## src/rtl/hwpe_ctrl_vfpu_package.sv

```systemverilog
// Shared widths, constants and result/flag types for the vfpu datapath.
package hwpe_ctrl_vfpu_package;

  localparam int FP_EXP_WIDTH          = 8;
  localparam int FP_MANT_WIDTH         = 23;
  localparam int FP_EXP_PRENORM_WIDTH  = 10;
  localparam int FP_MANT_PRENORM_WIDTH = 48;

  localparam logic [FP_EXP_WIDTH-1:0] FP_EXP_INF = 8'hFF;
  localparam int                      FP_BIAS    = 127;

  typedef struct packed {
    logic                     sign;
    logic [FP_EXP_WIDTH-1:0]  exponent;
    logic [FP_MANT_WIDTH-1:0] mantissa;
  } fp32_t;

  typedef struct packed {
    logic overflow;
    logic underflow;
    logic inexact;
  } vfpu_flags_t;

endpackage

```

## src/rtl/vfpu_lzc.sv

```systemverilog
// Combinational leading-zero counter; an all-zero input reports WIDTH.
module vfpu_lzc #(
  parameter int WIDTH = 48,
  parameter int CNT_W = $clog2(WIDTH + 1)
) (
  input  logic [WIDTH-1:0] data,
  output logic [CNT_W-1:0] count,
  output logic             isZero
);

  // Scan upward so the most significant set bit is the last assignment to win.
  always_comb begin
    count = CNT_W'(WIDTH);
    for (int i = 0; i < WIDTH; i++) begin
      if (data[i]) count = CNT_W'(WIDTH - 1 - i);
    end
  end

  assign isZero = ~|data;

endmodule

```

## src/rtl/vfpu_norm_round.sv

```systemverilog
// Normalise / round-to-nearest-even / pack stage, 3-deep pipeline with valid/ready.
// Optional macro VFPU_NORM_FLAGS_EN adds flags_o = {overflow, underflow, inexact}.
module vfpu_norm_round
  import hwpe_ctrl_vfpu_package::*;
#(
  parameter int EXP_W      = FP_EXP_WIDTH,
  parameter int MANT_W     = FP_MANT_WIDTH,
  parameter int PRE_EXP_W  = FP_EXP_PRENORM_WIDTH,
  parameter int PRE_MANT_W = FP_MANT_PRENORM_WIDTH
) (
  input  logic                        clk_i,
  input  logic                        rst_i,
  input  logic                        signPreNorm_i,
  input  logic signed [PRE_EXP_W-1:0] exponentPreNorm_i,
  input  logic [PRE_MANT_W-1:0]       mantissaPreNorm_i,
  input  logic                        valid_i,
  output logic                        ready_o,
  output logic [EXP_W+MANT_W:0]       result_o,
`ifdef VFPU_NORM_FLAGS_EN
  output logic [2:0]                  flags_o,
`endif
  output logic                        valid_o,
  input  logic                        ready_i
);

  localparam int CNT_W = $clog2(PRE_MANT_W + 1);
  localparam int XE_W  = PRE_EXP_W + 1;
  localparam logic signed [XE_W-1:0] EXP_MAX = XE_W'((1 << EXP_W) - 1);

  logic en;
  assign en      = ready_i | ~valid_o;
  assign ready_o = en;

  // Stage 1: leading-zero count
  logic [CNT_W-1:0] lzcIn;
  logic             zeroIn;

  vfpu_lzc #(.WIDTH(PRE_MANT_W), .CNT_W(CNT_W)) uLzc (
    .data   (mantissaPreNorm_i),
    .count  (lzcIn),
    .isZero (zeroIn)
  );

  logic                        s1Valid, s1Sign, s1Zero;
  logic signed [PRE_EXP_W-1:0] s1Exp;
  logic [PRE_MANT_W-1:0]       s1Mant;
  logic [CNT_W-1:0]            s1Lzc;

  // Stage 2: shift and extract round bits
  logic [PRE_MANT_W-1:0] norm;
  logic signed [XE_W-1:0] expNorm;

  assign norm    = s1Mant << s1Lzc;
  assign expNorm = $signed({s1Exp[PRE_EXP_W-1], s1Exp})
                 + $signed({{PRE_EXP_W{1'b0}}, 1'b1})
                 - $signed({{(XE_W-CNT_W){1'b0}}, s1Lzc});

  logic                   s2Valid, s2Sign, s2Zero, s2G, s2R, s2S;
  logic signed [XE_W-1:0] s2Exp;
  logic [MANT_W-1:0]      s2Frac;

  // Stage 3: round and pack
  logic                   inc, carry, isOvf, isUnf;
  logic [MANT_W-1:0]      fracR;
  logic signed [XE_W-1:0] expR;
  logic [EXP_W+MANT_W:0]  packed3;
  vfpu_flags_t            flags3;

  always_comb begin
    inc     = s2G & (s2R | s2S | s2Frac[0]);
    // All-ones fraction plus increment wraps to zero and bumps the exponent.
    carry   = inc & (&s2Frac);
    fracR   = s2Frac + {{(MANT_W-1){1'b0}}, inc};
    expR    = s2Exp + $signed({{PRE_EXP_W{1'b0}}, carry});
    isOvf   = 1'b0;
    isUnf   = 1'b0;
    packed3 = '0;
    if (s2Zero) begin
      packed3 = '0;
    end else if (expR >= EXP_MAX) begin
      isOvf   = 1'b1;
      packed3 = {s2Sign, {EXP_W{1'b1}}, {MANT_W{1'b0}}};
    end else if (expR <= $signed(XE_W'(0))) begin
      isUnf   = 1'b1;
      packed3 = {s2Sign, {(EXP_W+MANT_W){1'b0}}};
    end else begin
      packed3 = {s2Sign, expR[EXP_W-1:0], fracR};
    end
    flags3.overflow  = isOvf;
    flags3.underflow = isUnf;
    flags3.inexact   = s2G | s2R | s2S | isOvf | isUnf;
  end

  always_ff @(posedge clk_i) begin
    if (en) begin
      s1Sign <= signPreNorm_i;
      s1Exp  <= exponentPreNorm_i;
      s1Mant <= mantissaPreNorm_i;
      s1Lzc  <= lzcIn;
      s1Zero <= zeroIn;
      s2Sign <= s1Sign;
      s2Zero <= s1Zero;
      s2Exp  <= expNorm;
      s2Frac <= norm[PRE_MANT_W-2 -: MANT_W];
      s2G    <= norm[PRE_MANT_W-2-MANT_W];
      s2R    <= norm[PRE_MANT_W-3-MANT_W];
      s2S    <= |norm[PRE_MANT_W-4-MANT_W:0];
    end
  end

`ifdef VFPU_NORM_FLAGS_EN
  always_ff @(posedge clk_i) begin
    if (rst_i)   flags_o <= '0;
    else if (en) flags_o <= flags3;
  end
`else
  vfpu_flags_t flagsUnused;
  assign flagsUnused = flags3;
`endif

  always_ff @(posedge clk_i) begin
    if (rst_i) begin
      s1Valid  <= 1'b0;
      s2Valid  <= 1'b0;
      valid_o  <= 1'b0;
      result_o <= '0;
    end else if (en) begin
      s1Valid  <= valid_i;
      s2Valid  <= s1Valid;
      valid_o  <= s2Valid;
      result_o <= packed3;
    end
  end

endmodule

```

## config.mk

```make
export PLATFORM = sky130hd
export DESIGN_NAME = vfpu_norm_round
export DESIGN_NICKNAME = d
export VERILOG_FILES = /design/src/rtl/hwpe_ctrl_vfpu_package.sv /design/src/rtl/vfpu_lzc.sv /design/src/rtl/vfpu_norm_round.sv
export SDC_FILE = /design/constraint.sdc
export NUM_CORES = 1
export LEC_CHECK = 0
export BUFFER_PORTS_ARGS = -buffer_cell sky130_fd_sc_hd__buf_2
export CAP_MARGIN = 20
export CORE_ASPECT_RATIO = 1.4
export CORE_UTILIZATION = 30
export CTS_CLUSTER_SIZE = 40
export DETAILED_ROUTE_END_ITERATION = 12
export PLACE_DENSITY = 0.47
export SETUP_SLACK_MARGIN = 0.5
export SYNTH_ARGS = -nofsm -noshare
export SYNTH_HDL_FRONTEND = slang
export SYNTH_SLANG_ARGS = --single-unit
```

## constraint.sdc

```tcl
create_clock -name clk_i -period 4.8 [get_ports clk_i]
set_input_delay 1.2 -clock clk_i [delete_from_list [all_inputs] [get_ports clk_i]]
set_output_delay 1.2 -clock clk_i [all_outputs]
set_load 0.005 [all_outputs]
```

* Yosys cells after proc, flatten, opt, wreduce, memory -nomap -nowiden *
Index checks and enable logic that the tools add are counted.

operators by class
  add/sub/neg operators = 4
  $lt $le $gt $ge = 2
  shift-type cells = 1
  mux-type cells = 50
  bitwise logic cells = 6
  reduce and logical (&&, ||, !) cells = 9

operator list
  cell                                                                count
  two-way mux 5 bit                                                   32
  two-way mux 31 bit                                                  2
  OR reduction 48 bit                                                 1
  left shift 48 x 6 -> 47 bit                                         1
  two-way mux 32 bit                                                  1
  two-way mux 4 bit                                                   8
  OR reduction 32 bit                                                 1
  adder 23 x 1 -> 23 bit                                              1
  AND reduction 23 bit                                                1
  OR reduction 22 bit                                                 1
  OR reduction 16 bit                                                 1
  two-way mux 3 bit                                                   4
  adder 10 x 2 -> 11 bit, second input constant                       1
  adder 11 x 2 -> 11 bit                                              1
  greater-or-equal comparator 11 x 9 -> 1 bit, second input constant  1
  less-or-equal comparator 11 x 1 -> 1 bit, second input constant     1
  subtractor 11 x 7 -> 11 bit                                         1
  OR reduction 8 bit                                                  1
  two-way mux 2 bit                                                   2
  OR reduction 4 bit                                                  1
  OR 1 bit                                                            3
  bitwise AND 1 bit                                                   2
  OR reduction 2 bit                                                  1
  zero test 1 bit                                                     1
  other kinds (2)                                                     2

word-level totals
  register bits = 140
  output and inout port bits = 34
  word-level logic and storage cells = 93

* Depth between registers and ports, before layout *
  word-level depth = 47
  depth in mapped cells = 15
  mapped depth without buffers = 14

* Cells and area by module *
From an unflattened synthesis, not the netlist that was laid out.

second synthesis, totals
  cell total of the unflattened synthesis = 849
  area, all modules = 8868.5 µm²

modules (own cells, without submodules)
  module           times used  cells an instance  area each (µm²)  sequential area each (µm²)
  vfpu_norm_round  1           741                8230.4           3823.7
  vfpu_lzc         1           108                638.1            0.0

* Least setup slack after synthesis *
Ideal clock, no wire load.

  path type = input to output
  from = in ready_i
  to = out ready_o
  arrival time = 3.517 ns
  path slack = 0.083 ns
  cell stages on the path = 3
  buffers on the path = 1
  cell sequence = nor2b_1 -> clkbuf_1 -> inv_1

on the way
  longest elaborated chain between the ends = 1

ends and longest elaborated chain
  what             RTL line               source
  start, declared  vfpu_norm_round.sv:23  input logic ready_i
  OR 1 bit         vfpu_norm_round.sv:31  assign en = ready_i | ~valid_o;
  end, declared    vfpu_norm_round.sv:17  output logic ready_o,

Every way passes these cells.

* Worst setup path in the final report *
  from = reg s2Frac[2]
  to = reg result_o[11]

on the way
  longest elaborated chain between the ends = 7
  elaborated cells between the ends (all ways) = 9

ends and longest elaborated chain
  what                                      RTL line                source
  start, declared                           vfpu_norm_round.sv:60   logic [MANT_W-1:0] s2Frac;
  start signal, assigned                    vfpu_norm_round.sv:104  s2Frac <= norm[PRE_MANT_W-2 -: MANT_W];
  AND reduction 23 bit                      vfpu_norm_round.sv:72   carry = inc & (&s2Frac);
  bitwise AND 1 bit                         vfpu_norm_round.sv:72
  adder 11 x 2 -> 11 bit                    vfpu_norm_round.sv:74   expR = s2Exp + $signed({{PRE_EXP_W{1'b0}}, carry});
  less-or-equal comparator 11 x 1 -> 1 bit  vfpu_norm_round.sv:83   end else if (expR <= $signed(XE_W'(0))) begin
  two-way mux 31 bit                        vfpu_norm_round.sv:83
  two-way mux 31 bit (*)                    vfpu_norm_round.sv:80   end else if (expR >= EXP_MAX) begin
  two-way mux 32 bit (*)                    vfpu_norm_round.sv:78   if (s2Zero) begin
  end signal, assigned                      vfpu_norm_round.sv:131  result_o <= packed3;
  end, declared                             vfpu_norm_round.sv:18   output logic [EXP_W+MANT_W:0] result_o,

Mark *: on every way between the ends. The rest lies on a longest branch, timed or not.
A chain may end at the register's enable or synchronous reset.

==> reports/results.tsv <==
metric	value	unit
number of cell rows	73	
EDFF count, synth	104	
count of boundary I/O pins	97	
post-route worst setup slack	1130	ps
post-synthesis instance area	8600	um^2
Final Hold Violating Endpoints	0	
class of the most critical setup path	reg2reg	
count of distinct cell types in the synthesized netlist	66	
Clk Latency, worst-skew pair	430	ps
total global routing overflow	0	
die area	29400	um^2
commonest register cell after synthesis	sky130_fd_sc_hd__edfxtp_1	
leading post-synthesis cells by instance count	sky130_fd_sc_hd__nand2_1 (112), sky130_fd_sc_hd__edfxtp_1 (104), sky130_fd_sc_hd__nor2_1 (87)	
asr flop ratio synth	0	%
router iterations before antenna repair	5	
largest area contributor in the netlist	sky130_fd_sc_hd__edfxtp_1	
number of synthesized register bits	139	
startpoint type of the worst setup path	register	
leakage power figure	0.00395	uW
Critical Path AT	4020	ps
proportion of synthesized chip area in sequential cells	44.5	%
count of input and output buffers	96	
main area contributors after synthesis	sky130_fd_sc_hd__edfxtp_1 (36%), sky130_fd_sc_hd__mux4_2 (8.9%), sky130_fd_sc_hd__dfxtp_1 (8.1%)	
Layout Nets	996	
via count of the first global-routing pass	6504	
design area	10000	um^2
worst hold path type	reg2reg	
layout overhead on the synthesized area	16.7	%
Post-Place Setup Slack	1110	ps
number of cells after detailed placement	1269	
Initial Util	30.4	%
Worst EP required	5160	ps
fin cells	1302	
count of hold buffers inserted by post-cts repair	0	
number of maximum-capacitance violations	0	
routed length per placed instance	16.7	um
total via count after detailed routing	6570	
slowest cell on the critical path	sky130_fd_sc_hd__a211o_4	
headroom to the max-slew limit	43.9	%
Chip Height	202	um
Diodes inserted	0	
die width	145	um
initial antenna violation count	0	
Antenna Violating Nets Remaining	0	
total wire length after detailed routing	21.8	mm
largest net degree at the start of global routing	65	
DP Area	9430	um^2
Clock Skews	13.5	ps
number of gates given a new drive strength after cts	0	
minimum clock period	3670	ps
Final Max Slew Viols	0	
Post-CTS Repair Setup Buffers	0	
detailed router's first-iteration violation count	379	
count of endpoints failing setup in the final report	0	
number of buffers on the longest clock path	2	
clock tree from TritonCTS	done	
clock slew seen by the registers of the worst setup and hold paths	70	ps
run status	completed	
peak ir drop on the vdd network	241	uV
Overall Global Routing Usage	15.1	%
clock net sink count	139	
synthesized area divided by synthesized cell count	10.4	um^2
clock root buffer	sky130_fd_sc_hd__clkbuf_16	
vias per std cell	5.05	
Final GP Congestion	0.902	
largest driver fanout on the critical path	23	
HPWL after DPL	17.0	mm
number of instances in the synthesized netlist	825	
accumulated negative setup slack	0	ps
drt drc	0	
crit path cell chain	and4_1 -> and3_1 -> nand3_1 -> nor3_1 -> and4_1 -> ha_1 -> ha_1 -> nand2_1 -> nor3_2 -> nand2_1 -> or3_1 -> o211a_2 -> a211o_4 -> o21ai_2	
Pwr per Cell Area	352	nW/um^2
H-tree depth	4	
measured slew at the worst slew-check pin	841	ps
most frequently used cell type in the post-synthesis netlist	sky130_fd_sc_hd__nand2_1	
share of the synthesized area in the top cell type	36.3	%
core region area	28300	um^2
count of synthesis-stage warnings from yosys	0	
type of destination of the critical path	register	
share of cells above drive strength 1	24.4	%
nets in the synthesized netlist	907	
share of the cycle needed by the critical path after routing	76.4	%
biggest cell delay along the critical path	460	ps
wire length of the first global-routing pass	34.9	mm
achievable clock frequency	273	MHz
setup repair after global routing missed its margin	no	
total clock buffers created by CTS	17	
==> final cells by class <==
| class | count | area (um^2) |
|---|---|---|
| multi-input combinational | 609 | 4400 |
| clock inverter | 15 | 150 |
| timing repair buffer | 111 | 621 |
| clock buffer | 17 | 425 |
| fill | 2960 | 18300 |
| inverter | 36 | 139 |
| tap | 375 | 469 |
| sequential | 139 | 3820 |
==> cells in the final DEF (no fill, tap or decap), types with 7 or more instances in the layout <==
master                      netlist  routed
sky130_fd_sc_hd__buf_2           10      96
sky130_fd_sc_hd__buf_4            2      13
sky130_fd_sc_hd__edfxtp_1       104     104
sky130_fd_sc_hd__mux2_2          16      16
sky130_fd_sc_hd__ha_1            18      18
sky130_fd_sc_hd__o21ai_0         35      35
sky130_fd_sc_hd__and3_1          10      10
sky130_fd_sc_hd__mux2i_1         36      36
sky130_fd_sc_hd__nand4_1          8       8
sky130_fd_sc_hd__a31oi_1         14      14
sky130_fd_sc_hd__a21o_1           7       7
sky130_fd_sc_hd__clkbuf_16        0      17
sky130_fd_sc_hd__nand2_1        112     112
sky130_fd_sc_hd__inv_1           34      32
sky130_fd_sc_hd__a21oi_1         39      39
sky130_fd_sc_hd__nor4_1          10      10
sky130_fd_sc_hd__o21ai_2         20      20
sky130_fd_sc_hd__xor2_1          17      17
sky130_fd_sc_hd__nor3_1           7       7
sky130_fd_sc_hd__o22ai_1         19      19
sky130_fd_sc_hd__xnor2_1         17      17
sky130_fd_sc_hd__dfxtp_1         35      35
sky130_fd_sc_hd__nor2_1          87      86
sky130_fd_sc_hd__nand3_1         16      16
sky130_fd_sc_hd__mux4_2          34      34
==> metrics by stage <==
step | utilization, % | total power (uW) | hold WS, ps
finish | 35.4 | 3530 | 422
global route | 35.4 | 3710 | 429
CTS | 35.3 | 3580 | 421
detailed placement | 33.3 | 2280 | 405
global placement | 33.2 | 2280 | 406
floorplan | - | 2050 | 400
==> state kept, by name, summed over array words and instances, names as in the netlist, 6 cells and up <==
signal,flops
s1Exp,10
result_o,32
s2Exp,11
s2Frac,23
s1Mant,47
s1Lzc,6
==> where the power goes <==
part	internal (uW)	leakage, uW	switching (uW)
sequential	1440	0.00139	98.4
combinational	319	0.00228	397
clock	693	0.000282	586
total	2450	0.00395	1080
==> cells by family (layout without fill, tap and decap cells) <==
family                     Yosys count  count (layout)  share of synthesized area (%)
xor gates and xnor gates            34              34                           3.46
muxes                               90              90                           16.0
adders and majority gates           19              19                           2.85
DFF                                139             139                           44.5
and+or+nand+nor                    280             280                           14.5
AOI/OAI and AO/OA                  186             186                           14.3
buffers and inverters               77             179                           4.34
==> path summary, 6_finish.rpt <==
path	slack [ps]	startpoint	endpoint	cells after the start
setup / recovery	1130	s2Frac[2]$_SDFFCE_PP0P_	result_o[11]$_SDFFE_PP0P_	14
hold / removal	420	s1Sign$_DFFE_PP_	s2Sign$_DFFE_PP_	0
setup reg to reg	1130	s2Frac[2]$_SDFFCE_PP0P_	result_o[11]$_SDFFE_PP0P_	14
hold reg to reg	420	s1Sign$_DFFE_PP_	s2Sign$_DFFE_PP_	0
==> routing by layer <==
layer | wire length, um | global-route usage, %
met1 | 9210 | 17.2
met2 | 11300 | 27.3
met3 | 560 | 2.78
met4 | 667 | 6.95
met5 | 0 | 0
==> critical path, delay by kind of cell (launching register included) <==
family	cells	cell delay, ps
adders and majority gates	2	410
AOI/OAI and AO/OA	3	820
and+or+nand+nor	9	1930
DFF	1	420
Note: power is estimated with default switching activity, not from simulation.
